File: config.mk
export PLATFORM = sky130hd
export DESIGN_NAME = round_controller
export DESIGN_NICKNAME = d
export VERILOG_FILES = /design/src/rtl/divekick_pkg.sv /design/src/rtl/frame_tick_gen.sv /design/src/rtl/round_controller.sv
export SDC_FILE = /design/constraint.sdc
export NUM_CORES = 1
export LEC_CHECK = 0
export CAP_MARGIN = 20
export CORE_UTILIZATION = 55
export CTS_CLUSTER_SIZE = 40
export DETAILED_ROUTE_END_ITERATION = 7
export PLACE_DENSITY = 0.79
export SKIP_CTS_REPAIR_TIMING = 1
export SYNTH_ARGS = -nofsm -noshare
export SYNTH_HDL_FRONTEND = slang
export SYNTH_SLANG_ARGS = --single-unit
File: constraint.sdc
create_clock -name Clk -period 2.7 [get_ports Clk]
set_clock_uncertainty 0.05 [all_clocks]
set_input_delay 0.27 -clock Clk [delete_from_list [all_inputs] [get_ports Clk]]
set_output_delay 0.27 -clock Clk [all_outputs]
set_load 0.01 [all_outputs]
File: src/rtl/divekick_pkg.sv
// Shared types and helpers for the DiveKick round controller.
// Defines the game state and round winner encodings and the frame counter width.
package divekick_pkg;

    localparam int FRAME_CNT_W = 12;

    typedef enum logic [2:0] {
        INTRO      = 3'd0,
        FIGHT      = 3'd1,
        FREEZE     = 3'd2,
        ROUND_OVER = 3'd3,
        MATCH_OVER = 3'd4
    } game_state_t;

    typedef enum logic [1:0] {
        NONE = 2'd0,
        P1   = 2'd1,
        P2   = 2'd2,
        DRAW = 2'd3
    } winner_t;

    // Round-win counter increment that holds at the match-winning value.
    function automatic logic [2:0] sat_inc(input logic [2:0] value, input logic [2:0] limit);
        return (value >= limit) ? limit : value + 3'd1;
    endfunction

endpackage

File: src/rtl/frame_tick_gen.sv
// Brings the asynchronous frame_clk level into the Clk domain and emits a one-Clk tick
// per frame; the tick lags the frame_clk rising edge by three Clk edges.
module frame_tick_gen (
    input  logic Clk,
    input  logic Reset_n,
    input  logic frame_clk,
    output logic tick
);

    logic sync_q1;
    logic sync_q2;
    logic level_q;

    always_ff @(posedge Clk or negedge Reset_n) begin
        if (!Reset_n) begin
            sync_q1 <= 1'b0;
            sync_q2 <= 1'b0;
            level_q <= 1'b0;
            tick    <= 1'b0;
        end else begin
            // NOTE: non-blocking assignments make every flop sample the pre-edge value,
            // so the chain really is three stages deep rather than collapsing into one.
            sync_q1 <= frame_clk;
            sync_q2 <= sync_q1;
            level_q <= sync_q2;
            tick    <= sync_q2 & ~level_q;
        end
    end

endmodule

File: src/rtl/round_controller.sv
// DiveKick match sequencer: intro, fight, hit-freeze, round end, match end, restart.
// Optional round time limit and round_time output are enabled by defining ROUND_TIMER_EN.
module round_controller
    import divekick_pkg::*;
#(
    parameter int INTRO_FRAMES     = 90,
    parameter int FREEZE_FRAMES    = 30,
    parameter int ROUND_END_FRAMES = 120,
    parameter int WINS_TO_MATCH    = 3
`ifdef ROUND_TIMER_EN
    ,
    parameter int ROUND_FRAMES     = 3600
`endif
) (
    input  logic       Clk,
    input  logic       Reset_n,
    input  logic       frame_clk,
    input  logic       p1_hit,
    input  logic       p2_hit,
    input  logic       start_btn,
    output logic       Freeze,
    output logic       Restart,
    output logic [2:0] game_state,
    output logic [1:0] round_winner,
    output logic [2:0] p1_score,
    output logic [2:0] p2_score
`ifdef ROUND_TIMER_EN
    ,
    output logic [FRAME_CNT_W-1:0] round_time
`endif
);

    localparam logic [FRAME_CNT_W-1:0] INTRO_LAST     = FRAME_CNT_W'(INTRO_FRAMES - 1);
    localparam logic [FRAME_CNT_W-1:0] FREEZE_LAST    = FRAME_CNT_W'(FREEZE_FRAMES - 1);
    localparam logic [FRAME_CNT_W-1:0] ROUND_END_LAST = FRAME_CNT_W'(ROUND_END_FRAMES - 1);
    localparam logic [2:0]             WIN_LIMIT      = 3'(WINS_TO_MATCH);
`ifdef ROUND_TIMER_EN
    localparam logic [FRAME_CNT_W-1:0] ROUND_LAST     = FRAME_CNT_W'(ROUND_FRAMES - 1);
`endif

    logic tick;

    frame_tick_gen u_frame_tick_gen (
        .Clk       (Clk),
        .Reset_n   (Reset_n),
        .frame_clk (frame_clk),
        .tick      (tick)
    );

    game_state_t             state_q,   state_nxt;
    logic [FRAME_CNT_W-1:0]  cnt_q,     cnt_nxt;
    winner_t                 winner_q,  winner_nxt;
    logic [2:0]              p1_q,      p1_nxt;
    logic [2:0]              p2_q,      p2_nxt;
    logic                    restart_nxt;
    logic                    freeze_q;
    logic                    restart_q;

    always_comb begin
        // NOTE: every signal gets a default before the case, so no path leaves one
        // unassigned and no latch is inferred.
        state_nxt   = state_q;
        cnt_nxt     = cnt_q;
        winner_nxt  = winner_q;
        p1_nxt      = p1_q;
        p2_nxt      = p2_q;
        restart_nxt = 1'b0;

        case (state_q)
            INTRO: begin
                if (tick) begin
                    if (cnt_q == INTRO_LAST) state_nxt = FIGHT;
                    else                     cnt_nxt   = cnt_q + FRAME_CNT_W'(1);
                end
            end

            FIGHT: begin
                if (tick) begin
                    if (p1_hit || p2_hit) begin
                        state_nxt = FREEZE;
                        if (p1_hit && !p2_hit) begin
                            winner_nxt = P1;
                            p1_nxt     = sat_inc(p1_q, WIN_LIMIT);
                        end else if (p2_hit && !p1_hit) begin
                            winner_nxt = P2;
                            p2_nxt     = sat_inc(p2_q, WIN_LIMIT);
                        end else begin
                            winner_nxt = DRAW;
                        end
                    end
`ifdef ROUND_TIMER_EN
                    // A hit on the final tick wins over the timeout draw.
                    else if (cnt_q == ROUND_LAST) begin
                        state_nxt  = FREEZE;
                        winner_nxt = DRAW;
                    end else begin
                        cnt_nxt = cnt_q + FRAME_CNT_W'(1);
                    end
`endif
                end
            end

            FREEZE: begin
                if (tick) begin
                    if (cnt_q == FREEZE_LAST) state_nxt = ROUND_OVER;
                    else                      cnt_nxt   = cnt_q + FRAME_CNT_W'(1);
                end
            end

            ROUND_OVER: begin
                if (tick) begin
                    if (cnt_q == ROUND_END_LAST) begin
                        if (p1_q == WIN_LIMIT || p2_q == WIN_LIMIT) begin
                            state_nxt = MATCH_OVER;
                        end else begin
                            state_nxt   = INTRO;
                            restart_nxt = 1'b1;
                        end
                    end else begin
                        cnt_nxt = cnt_q + FRAME_CNT_W'(1);
                    end
                end
            end

            MATCH_OVER: begin
                if (tick && start_btn) begin
                    state_nxt   = INTRO;
                    p1_nxt      = 3'd0;
                    p2_nxt      = 3'd0;
                    winner_nxt  = NONE;
                    restart_nxt = 1'b1;
                end
            end

            default: state_nxt = INTRO;
        endcase

        // Each state starts counting from zero.
        if (state_nxt != state_q) cnt_nxt = '0;
    end

    always_ff @(posedge Clk or negedge Reset_n) begin
        if (!Reset_n) begin
            state_q   <= INTRO;
            cnt_q     <= '0;
            winner_q  <= NONE;
            p1_q      <= 3'd0;
            p2_q      <= 3'd0;
            freeze_q  <= 1'b1;
            restart_q <= 1'b0;
        end else begin
            state_q   <= state_nxt;
            cnt_q     <= cnt_nxt;
            winner_q  <= winner_nxt;
            p1_q      <= p1_nxt;
            p2_q      <= p2_nxt;
            // Freeze follows the state one cycle later; fighters only move in FIGHT.
            freeze_q  <= (state_q != FIGHT);
            restart_q <= restart_nxt;
        end
    end

    assign Freeze       = freeze_q;
    assign Restart      = restart_q;
    assign game_state   = state_q;
    assign round_winner = winner_q;
    assign p1_score     = p1_q;
    assign p2_score     = p2_q;

`ifdef ROUND_TIMER_EN
    assign round_time = (state_q == FIGHT) ? (ROUND_LAST - cnt_q) : FRAME_CNT_W'(ROUND_FRAMES);
`endif

endmodule

==> flow_summary_export.csv, run 1 <==
group,metric,value,unit
die,die_area,3180,µm²
setup_path,crit_chain,"or4_4 -> nor4_4 -> or3b_1 -> or3_1 -> a21oi_1",
synth,synthDistinctLibCells,47,
sta,slew_headroom,0.674,
die,chipWidth,56.4,µm
synth,yosysSeqAreaShare,0.447,
synth,syn_area_per_cell,9.73,µm²
final_layout,final_common_cell,"dfrtp_1",
final_layout,final_cell_mix,"dfrtp_1 (28), nor2_1 (20), clkdlybuf4s50_1 (18)",
synth,synth_seq_cells,29,
setup_path,cpLargestDelayFamily,"simple AND/OR/NAND/NOR gates",
die,core,2780,µm²
clocking,clkSlewWorstSetupHoldPaths,100,ps
detailed_routing,antenna_left,0,
clocking,clock_path_buffers,2,
flow_run,maxCapViolations,0,
die,initial_core_util,0.584,
synth,synth_warnings,0,
final_layout,stdcell_area,1920,µm²
sta,fin_crit,2270,ps
die,die_h,56.4,µm
global_route,grt_overflow_total,0,
final_layout,final_net_count,201,
detailed_routing,viasPerCell,5.90,
synth,synth_nets,179,
detailed_routing,post-route-drc-count,0,
placement,placed_area,1840,µm²
global_route,grt_use_total,0.232,
power,power.density,526,nW/µm²
global_route,antenna_found_initial,0,
final_layout,area_growth,18.3,%
placement,port_buffers,18,
global_route,grt_pass1_vias,1262,
sta,rsz0062_at_grt,"no",
synth,syn_area,1630,µm²
clocking,clock-sinks,29,
sta,setup_viol_count_final,0,
synth,netlist_instances,167,
placement,hpwl,2290,µm
setup_path,arrival,2490,ps
setup_path,cp-start-kind,"flip-flop",
global_route,grt_max_degree,30,
clocking,clock-root-buffer,"clkbuf_4",
setup_path,worst_setup_path_end_kind,"flip-flop",
clocking,insertion_delay,340,ps
setup_path,worstSetupPathType,"flip-flop to flip-flop",
placement,place_congestion,0.790,
global_route,grt_first_pass_wirelength,5620,µm
power,leakagePower,0.861,nW
sta,hold_ws,238,ps
sta,finalCritPeriodShare,0.842,
setup_path,path_buf_inv,0,
detailed_routing,drt-total-wl,3210,µm
sta,slew_viol_final,0,
status,status,"completed",
sta,tns,0,ps
die,num_rows,19,
power,ir_drop,0.493,mV
worst_hold_path,min-delay-path-class,"input port to async pin",
setup_path,max_stage_delay,590,ps
final_layout,drive_gt1_frac,0.121,
sta,tightest_slew,483,ps
final_layout,antennaDiodeCount,0,
sta,hold_viol_final,0,
detailed_routing,wl_per_cell,14.5,µm
clocking,cts_tree,"yes",
final_layout,fillers,222,
setup_path,crit_slowest_cell,"or4_4",
detailed_routing,num_vias,1304,
sta,clock.fmax,440,MHz
setup_path,cp_max_fo,5,
setup_path,worstPathRequired,2920,ps
detailed_routing,dr.pass1.iters,4,
detailed_routing,drt_iter0_drc,49,
clocking,htree_levels,2,
clocking,cts_buffers,5,
die,io_pins,19,
registers in the layout, indices dropped and copies added, names as in the netlist:
name and flops:
cnt_q 12, u_frame_tick_gen.tick 1, Restart 1, round_winner 2
p2_score 3, p1_score 3, Freeze 1, u_frame_tick_gen.sync_q2 1
u_frame_tick_gen.level_q 1, u_frame_tick_gen.sync_q1 1, game_state 3
final timing paths:
check | end | slack [ps] | depth (start not counted) | startpoint
worst max register to register | Restart | 430 | 5 | cnt_q[7]
worst min-delay path | cnt_q[3] | 240 | 2 | Reset_n
worst min register to register | u_frame_tick_gen.sync_q2 | 310 | 0 | u_frame_tick_gen.sync_q1
min in group Clk | u_frame_tick_gen.sync_q2 | 310 | 0 | u_frame_tick_gen.sync_q1
worst max-delay path | Restart | 430 | 5 | cnt_q[7]
max in group asynchronous | Freeze | 2060 | 2 | Reset_n
per-stage QoR:
step	setup slack [ps]	util	power, mW	std cells
floorplan	551	-	0.592	167
global placement	511	0.661	0.631	213
detailed placement	451	0.661	0.639	213
CTS	422	0.691	1.02	221
global route	291	0.691	1.06	221
finish	427	0.691	1.01	221
per-layer routing:
metal | global-route usage | wire (µm) | vias to the layer above
met3 | 0.0668 | 196 | 6
li1 | - | - | 640
met5 | 0 | 0 | -
met2 | 0.364 | 1480 | 42
met4 | 0.0941 | 48 | 0
met1 | 0.302 | 1490 | 616
kinds of logic after synthesis:
group,after synthesis,share of synthesized area
xor gates and xnor gates,7,0.0377
AOI/OAI and AO/OA,37,0.155
adders and majority gates,6,0.0462
and+or+nand+nor,67,0.232
DFF,29,0.447
buffers and inverters,15,0.0408
muxes,6,0.0416
area by class of cell:
class	count	area [µm²]	area share
Multi-Input combinational cell	123	832	0.433
Sequential cell	29	727	0.378
Timing Repair Buffer	22	210	0.109
Clock buffer	7	55.1	0.0286
Tap cell	31	38.8	0.0202
Clock inverter	1	30.0	0.0156
Inverter	8	30.0	0.0156
worst reg2reg max path, delay by kind of cell (launching register included):
kind | cells | cell delay, ps
and+or+nand+nor | 4 | 1590
DFF | 1 | 440
AOI/OAI and AO/OA | 1 | 130
where the power goes:
group	total [mW]	internal [mW]	switching [mW]
combinational	0.109	0.0553	0.0541
clock	0.378	0.221	0.157
sequential	0.524	0.469	0.0551
total	1.01	0.745	0.267
cell usage after synthesis (all sizes together):
| cell | number | share of area |
|---|---|---|
| a2111oi | 1 | 0.0054 |
| a211o | 3 | 0.016 |
| a211oi | 1 | 0.0046 |
| a21o | 3 | 0.014 |
| a21oi | 7 | 0.022 |
| a22o | 2 | 0.011 |
| a22oi | 1 | 0.0046 |
| a31o | 1 | 0.0054 |
| a31oi | 3 | 0.012 |
| a41oi | 1 | 0.0054 |
| and2 | 1 | 0.0039 |
| and3 | 2 | 0.0077 |
| and4 | 1 | 0.0054 |
| buf | 2 | 0.010 |
| clkbuf | 5 | 0.012 |
| clkinv | 1 | 0.0023 |
| dfrtp | 28 | 0.43 |
| dfstp | 1 | 0.016 |
| ha | 6 | 0.046 |
| inv | 7 | 0.016 |
| mux2 | 6 | 0.042 |
| nand2 | 10 | 0.023 |
| nand2b | 5 | 0.019 |
| nand3 | 7 | 0.022 |
| nand4 | 1 | 0.0039 |
| nand4b | 1 | 0.0054 |
| nand4bb | 1 | 0.0069 |
| nor2 | 20 | 0.046 |
| nor2b | 3 | 0.012 |
| nor3 | 2 | 0.0062 |
| nor3b | 4 | 0.018 |
| nor4 | 1 | 0.013 |
| o21ai | 8 | 0.025 |
| o21ba | 1 | 0.0062 |
| o22ai | 1 | 0.0039 |
| o311a | 1 | 0.0062 |
| o31ai | 2 | 0.0092 |
| o41ai | 1 | 0.0054 |
| or2b | 1 | 0.0054 |
| or3 | 2 | 0.0077 |
| or3b | 1 | 0.0054 |
| or4 | 4 | 0.021 |
| xnor2 | 1 | 0.0054 |
| xor2 | 6 | 0.032 |
(Power assumes the default switching activity.)
==> run 2: changes to the inputs <==
==> constraint.sdc (replaced) <==
create_clock -name Clk -period 2.1 [get_ports Clk]
set_clock_uncertainty 0.05 [all_clocks]
set_input_delay 0.21 -clock Clk [delete_from_list [all_inputs] [get_ports Clk]]
set_output_delay 0.21 -clock Clk [all_outputs]
set_load 0.01 [all_outputs]
==> run 2 against run 1 <==
  * The flow now finishes with violations (negative setup slack)
  * Sequential power increased by 26%
  * Setup slack lost 450 ps
  * Critical path depth unchanged
  * First-iteration DRC count is 86% higher
  * Largest cell class unchanged
==> flow_summary_export.csv, run 2 (synthesis results as in run 1) <==
group,metric,value,unit
clocking,cts_tree,"yes",
setup_path,reg2reg_from,"cnt_q[7]",
setup_path,arrival,2340,ps
detailed_routing,met2WireLength,1720,µm
die,die_area,3180,µm²
power,swShare,0.304,
final_layout,area_growth,23.6,%
die,initial_core_util,0.584,
sta,rsz0062_at_grt,"yes",
setup_path,worst_setup_path_end_kind,"flip-flop",
sta,slew_viol_final,0,
setup_path,cp_max_fo,3,
sta,tns,-23.2,ps
final_layout,final_cell_mix,"dfrtp_1 (28), nor2_1 (20), clkdlybuf4s50_1 (18)",
worst_hold_path,min-delay-path-class,"input port to async pin",
detailed_routing,antenna_left,0,
die,die_h,56.4,µm
die,chipWidth,56.4,µm
clocking,clock-root-buffer,"clkbuf_4",
power,pwr-share-comb,0.161,
power,p_int,0.825,mW
power,power.density,590,nW/µm²
final_layout,fillers,207,
setup_path,crit_slowest_cell,"or4_4",
global_route,grt_overflow_total,0,
sta,hold_ws,202,ps
final_layout,final_net_count,213,
global_route,grt_first_pass_wirelength,5640,µm
placement,hpwl,2490,µm
clocking,clkSlewWorstSetupHoldPaths,100,ps
final_layout,regMostFlops,"cnt_q",
sta,setup_slack,-23.2,ps
sta,clock.fmax,471,MHz
global_route,grt_pass1_vias,1270,
setup_path,rrSetupSlack,-20,ps
detailed_routing,viasPerCell,5.89,
setup_path,r2r-end,"Restart",
sta,tightest_slew,472,ps
global_route,antenna_found_initial,0,
sta,finalCritPeriodShare,1.01,
clocking,clock_path_buffers,2,
power,ir_drop,0.662,mV
power,pwr-share-clk,0.280,
status,status,"finished, violations left",
setup_path,worstSetupPathType,"flip-flop to flip-flop",
detailed_routing,wl_met1,1650,µm
sta,fin_crit,2120,ps
clocking,htree_levels,2,
power,p_switching,0.360,mW
power,leakagePower,0.917,nW
global_route,grt_max_degree,30,
sta,setup_viol_count_final,1,
status,violations,"negative setup slack",
detailed_routing,wl_per_cell,15.5,µm
die,num_rows,19,
clocking,insertion_delay,330,ps
die,io_pins,19,
global_route,grt_use_total,0.231,
setup_path,cp-start-kind,"flip-flop",
placement,port_buffers,18,
final_layout,finalNonFillerCells,233,
power,seqPwrFrac,0.559,
power,power.total,1.18,mW
flow_run,maxCapViolations,0,
setup_path,crit_chain,"or4_4 -> nor4_4 -> or3b_4 -> or3_4 -> a21oi_2",
setup_path,max_stage_delay,570,ps
detailed_routing,drt-total-wl,3620,µm
final_layout,antennaDiodeCount,0,
die,core,2780,µm²
final_layout,final_common_cell,"dfrtp_1",
detailed_routing,wl_met3,176,µm
final_layout,drive_gt1_frac,0.213,
placement,placed_cells_incl_taps,224,
clocking,clock-sinks,29,
detailed_routing,num_vias,1372,
clocking,cts_buffers,5,
final_layout,largest_reg_flops,12,
setup_path,worstPathRequired,2310,ps
detailed_routing,top_layer,"met4",
detailed_routing,drt_iter0_drc,91,
sta,hold_viol_final,0,
setup_path,reg2regPathDepth,5,
sta,slew_headroom,0.682,
placement,place_congestion,0.815,
detailed_routing,dr.pass1.iters,4,
detailed_routing,post-route-drc-count,0,
[run 2: worst max-delay path by stage]
| stage | slack, ps | from | end |
|---|---|---|---|
| floorplan | 70 | cnt_q[7] | Restart |
| global placement | 40 | cnt_q[7] | cnt_q[1] |
| detailed placement | 7 | p2_hit | p2_score[1] |
| CTS | 10 | cnt_q[7] | cnt_q[1] |
| global route | -70 | cnt_q[7] | Restart |
| finish | -20 | cnt_q[7] | Restart |
[run 2: per-layer routing]
| metal | global-route usage | vias to the layer above |
|---|---|---|
| met5 | 0 | - |
| li1 | - | 664 |
| met1 | 0.297 | 655 |
| met2 | 0.366 | 45 |
| met3 | 0.0737 | 8 |
| met4 | 0.0836 | 0 |
[run 2: power groups by stage]
stage	clock network, mW	logic (mW)	registers (mW)
2_1_floorplan	0	0.102	0.659
3_3_place_gp	0	0.177	0.666
3_5_place_dp	0	0.183	0.668
4_1_cts	0.339	0.185	0.658
5_1_grt	0.361	0.211	0.668
6_report	0.331	0.191	0.662
[run 2: worst max-delay path: cells and delay by family (launching register included)]
family | cells | cell delay [ps]
compound gates | 1 | 130
flops | 1 | 390
simple gates | 4 | 1490
[run 2: cell type report]
class	instances	area (µm²)	share of cell area
clock buffers	5	37.5	0.0187
repair buffers	34	300	0.150
clock inverters	3	17.5	0.00872
well taps	31	38.8	0.0193
multi-input cells	123	857	0.427
inverters	8	30.0	0.0150
flip-flops and latches	29	727	0.362
[run 2: through the flow]
step	worst slack, ps	area, µm²	utilization
2_1_floorplan	68.6	1630	-
3_3_place_gp	40.9	1920	0.691
3_5_place_dp	6.62	1920	0.691
4_1_cts	10.4	1980	0.710
5_1_grt	-70.8	2010	0.722
6_report	-23.2	2010	0.722
==> run 3: changes to the inputs <==
--- a/config.mk
+++ b/config.mk
@@ -6,10 +6,12 @@
 export NUM_CORES = 1
 export LEC_CHECK = 0
 export CAP_MARGIN = 20
-export CORE_UTILIZATION = 55
+export CORE_MARGIN = 1
+export CORE_UTILIZATION = 57
+export CTS_BUF_LIST = sky130_fd_sc_hd__clkbuf_4
 export CTS_CLUSTER_SIZE = 40
 export DETAILED_ROUTE_END_ITERATION = 7
-export PLACE_DENSITY = 0.79
+export PLACE_DENSITY = 0.81
 export SKIP_CTS_REPAIR_TIMING = 1
 export SYNTH_ARGS = -nofsm -noshare
 export SYNTH_HDL_FRONTEND = slang
==> run 3 against run 2 <==
  * The run still ends with negative setup slack left
  * Fmax grew 0.16%
  * Setup slack improved by 3.3 ps
  * Clock power grew 4%
  * Sequential power fell by 0.8%
  * Critical endpoint unchanged
  * Largest power group unchanged
==> flow_summary_export.csv, run 3 (synthesis results as in run 1) <==
group,metric,value,unit
final_layout,area_growth,22.8,%
flow_run,maxCapViolations,0,
detailed_routing,num_vias,1385,
detailed_routing,post-route-drc-count,0,
global_route,grt_util_met1,0.295,
power,leakagePower,0.909,nW
power,ir_drop,0.481,mV
status,status,"finished, violations left",
status,violations,"negative setup slack",
placement,pre_cts_ws,-1.22,ps
clocking,clock_path_buffers,2,
final_layout,stdcell_area,2000,µm²
setup_path,arrival,2330,ps
detailed_routing,viasPerCell,6.00,
power,power.density,591,nW/µm²
setup_path,reg2regPathDepth,5,
worst_hold_path,min-delay-path-class,"input port to async pin",
placement,place_congestion,0.804,
global_route,grt_first_pass_wirelength,5780,µm
global_route,grt-busiest-layer,"met2",
detailed_routing,dr.pass1.iters,4,
final_layout,fin_util,0.730,
clocking,clkSlewWorstSetupHoldPaths,90,ps
placement,placed_cells_incl_taps,221,
power,p_int,0.848,mW
clocking,clock-sinks,29,
final_layout,antennaDiodeCount,0,
die,chipWidth,55.4,µm
clocking,clock-root-buffer,"clkbuf_4",
setup_path,worstPathRequired,2310,ps
final_layout,final_cell_mix,"dfrtp_1 (28), nor2_1 (20), clkdlybuf4s50_1 (18)",
clocking,cts_buffers,5,
final_layout,final_common_cell,"dfrtp_1",
detailed_routing,drt-total-wl,3490,µm
die,core,2730,µm²
sta,clock.fmax,472,MHz
power,seqPwrFrac,0.557,
sta,slew_viol_final,0,
clocking,htree_levels,2,
global_route,grt_pass1_vias,1335,
clocking,cts_tree,"yes",
power,p_switching,0.332,mW
final_layout,finalNonFillerCells,231,
clocking,insertion_delay,330,ps
die,die_h,55.4,µm
power,pwr-share-comb,0.152,
placement,hpwl,2370,µm
final_layout,fillers,187,
placement,port_buffers,18,
detailed_routing,antenna_left,0,
setup_path,cp_max_fo,3,
sta,fin_crit,2120,ps
power,swShare,0.281,
sta,finalCritPeriodShare,1.01,
final_layout,final_net_count,211,
global_route,grt_use_met3,0.0843,
global_route,grt_use_total,0.241,
sta,setup_slack,-19.9,ps
detailed_routing,drt_iter0_drc,55,
sta,setup_viol_count_final,1,
die,initial_core_util,0.595,
placement,placed_area,1900,µm²
die,io_pins,19,
global_route,grt_max_degree,30,
power,pwr-share-clk,0.291,
setup_path,worst_setup_path_end_kind,"flip-flop",
global_route,met2_usage,0.394,
global_route,antenna_found_initial,0,
setup_path,reg2reg_from,"cnt_q[11]",
die,die_area,3070,µm²
sta,tns,-19.9,ps
setup_path,worstSetupPathType,"flip-flop to flip-flop",
global_route,grt_overflow_total,0,
die,num_rows,19,
sta,slew_headroom,0.689,
setup_path,cp-start-kind,"flip-flop",
final_layout,drive_gt1_frac,0.200,
setup_path,rrSetupSlack,-20,ps
sta,hold_viol_final,0,
setup_path,r2r-end,"Restart",
sta,rsz0062_at_grt,"yes",
detailed_routing,wl_per_cell,15.1,µm
sta,tightest_slew,462,ps
final_layout,regMostFlops,"cnt_q",
final_layout,largest_reg_flops,12,
-- run 3: final cells by class --
class	count	area, µm²	share of cell area
well taps	31	38.8	0.0194
inverters	8	33.8	0.0169
flip-flops and latches	29	727	0.364
multi-input cells	123	855	0.428
clock inverters	1	3.75	0.00188
clock buffers	7	52.6	0.0263
repair buffers	32	285	0.143
-- run 3: worst max path at each step --
stage | from | endpoint | slack, ps | cells after the start
2_1_floorplan | cnt_q[7] | Restart | 70 | 5
5_1_grt | cnt_q[11] | Restart | -60 | 5
3_3_place_gp | cnt_q[9] | Restart | 30 | 5
3_5_place_dp | cnt_q[9] | Restart | -1 | 5
6_report | cnt_q[11] | Restart | -20 | 5
4_1_cts | cnt_q[9] | Restart | -30 | 5
-- run 3: through the flow --
step	power (mW)	hold WS, ps
6_report	1.18	206
5_1_grt	1.24	241
4_1_cts	1.18	211
3_5_place_dp	0.843	289
3_3_place_gp	0.831	285
2_1_floorplan	0.761	-136
-- run 3: power by group through the flow --
stage          registers, mW  clock network (mW)  logic, mW
3_5_place_dp           0.664                   0      0.178
3_3_place_gp           0.662                   0      0.169
2_1_floorplan          0.659                   0      0.102
5_1_grt                0.665               0.372      0.201
4_1_cts                0.655               0.350      0.178
6_report               0.657               0.343      0.180
-- run 3: critical path: stages (launching register included) --
cell and delay [ps]:
dfrtp_1 410, or4_4 550, nor4_4 170, or3b_4 410, or3_4 330, a21oi_2 130
-- run 3: per-layer routing --
layer	vias to the layer above	wire, µm	part of all wire
li1	664	-	-
met1	659	1500	0.43
met2	53	1740	0.50
met3	9	189	0.054
met4	0	58	0.017
met5	-	0	0
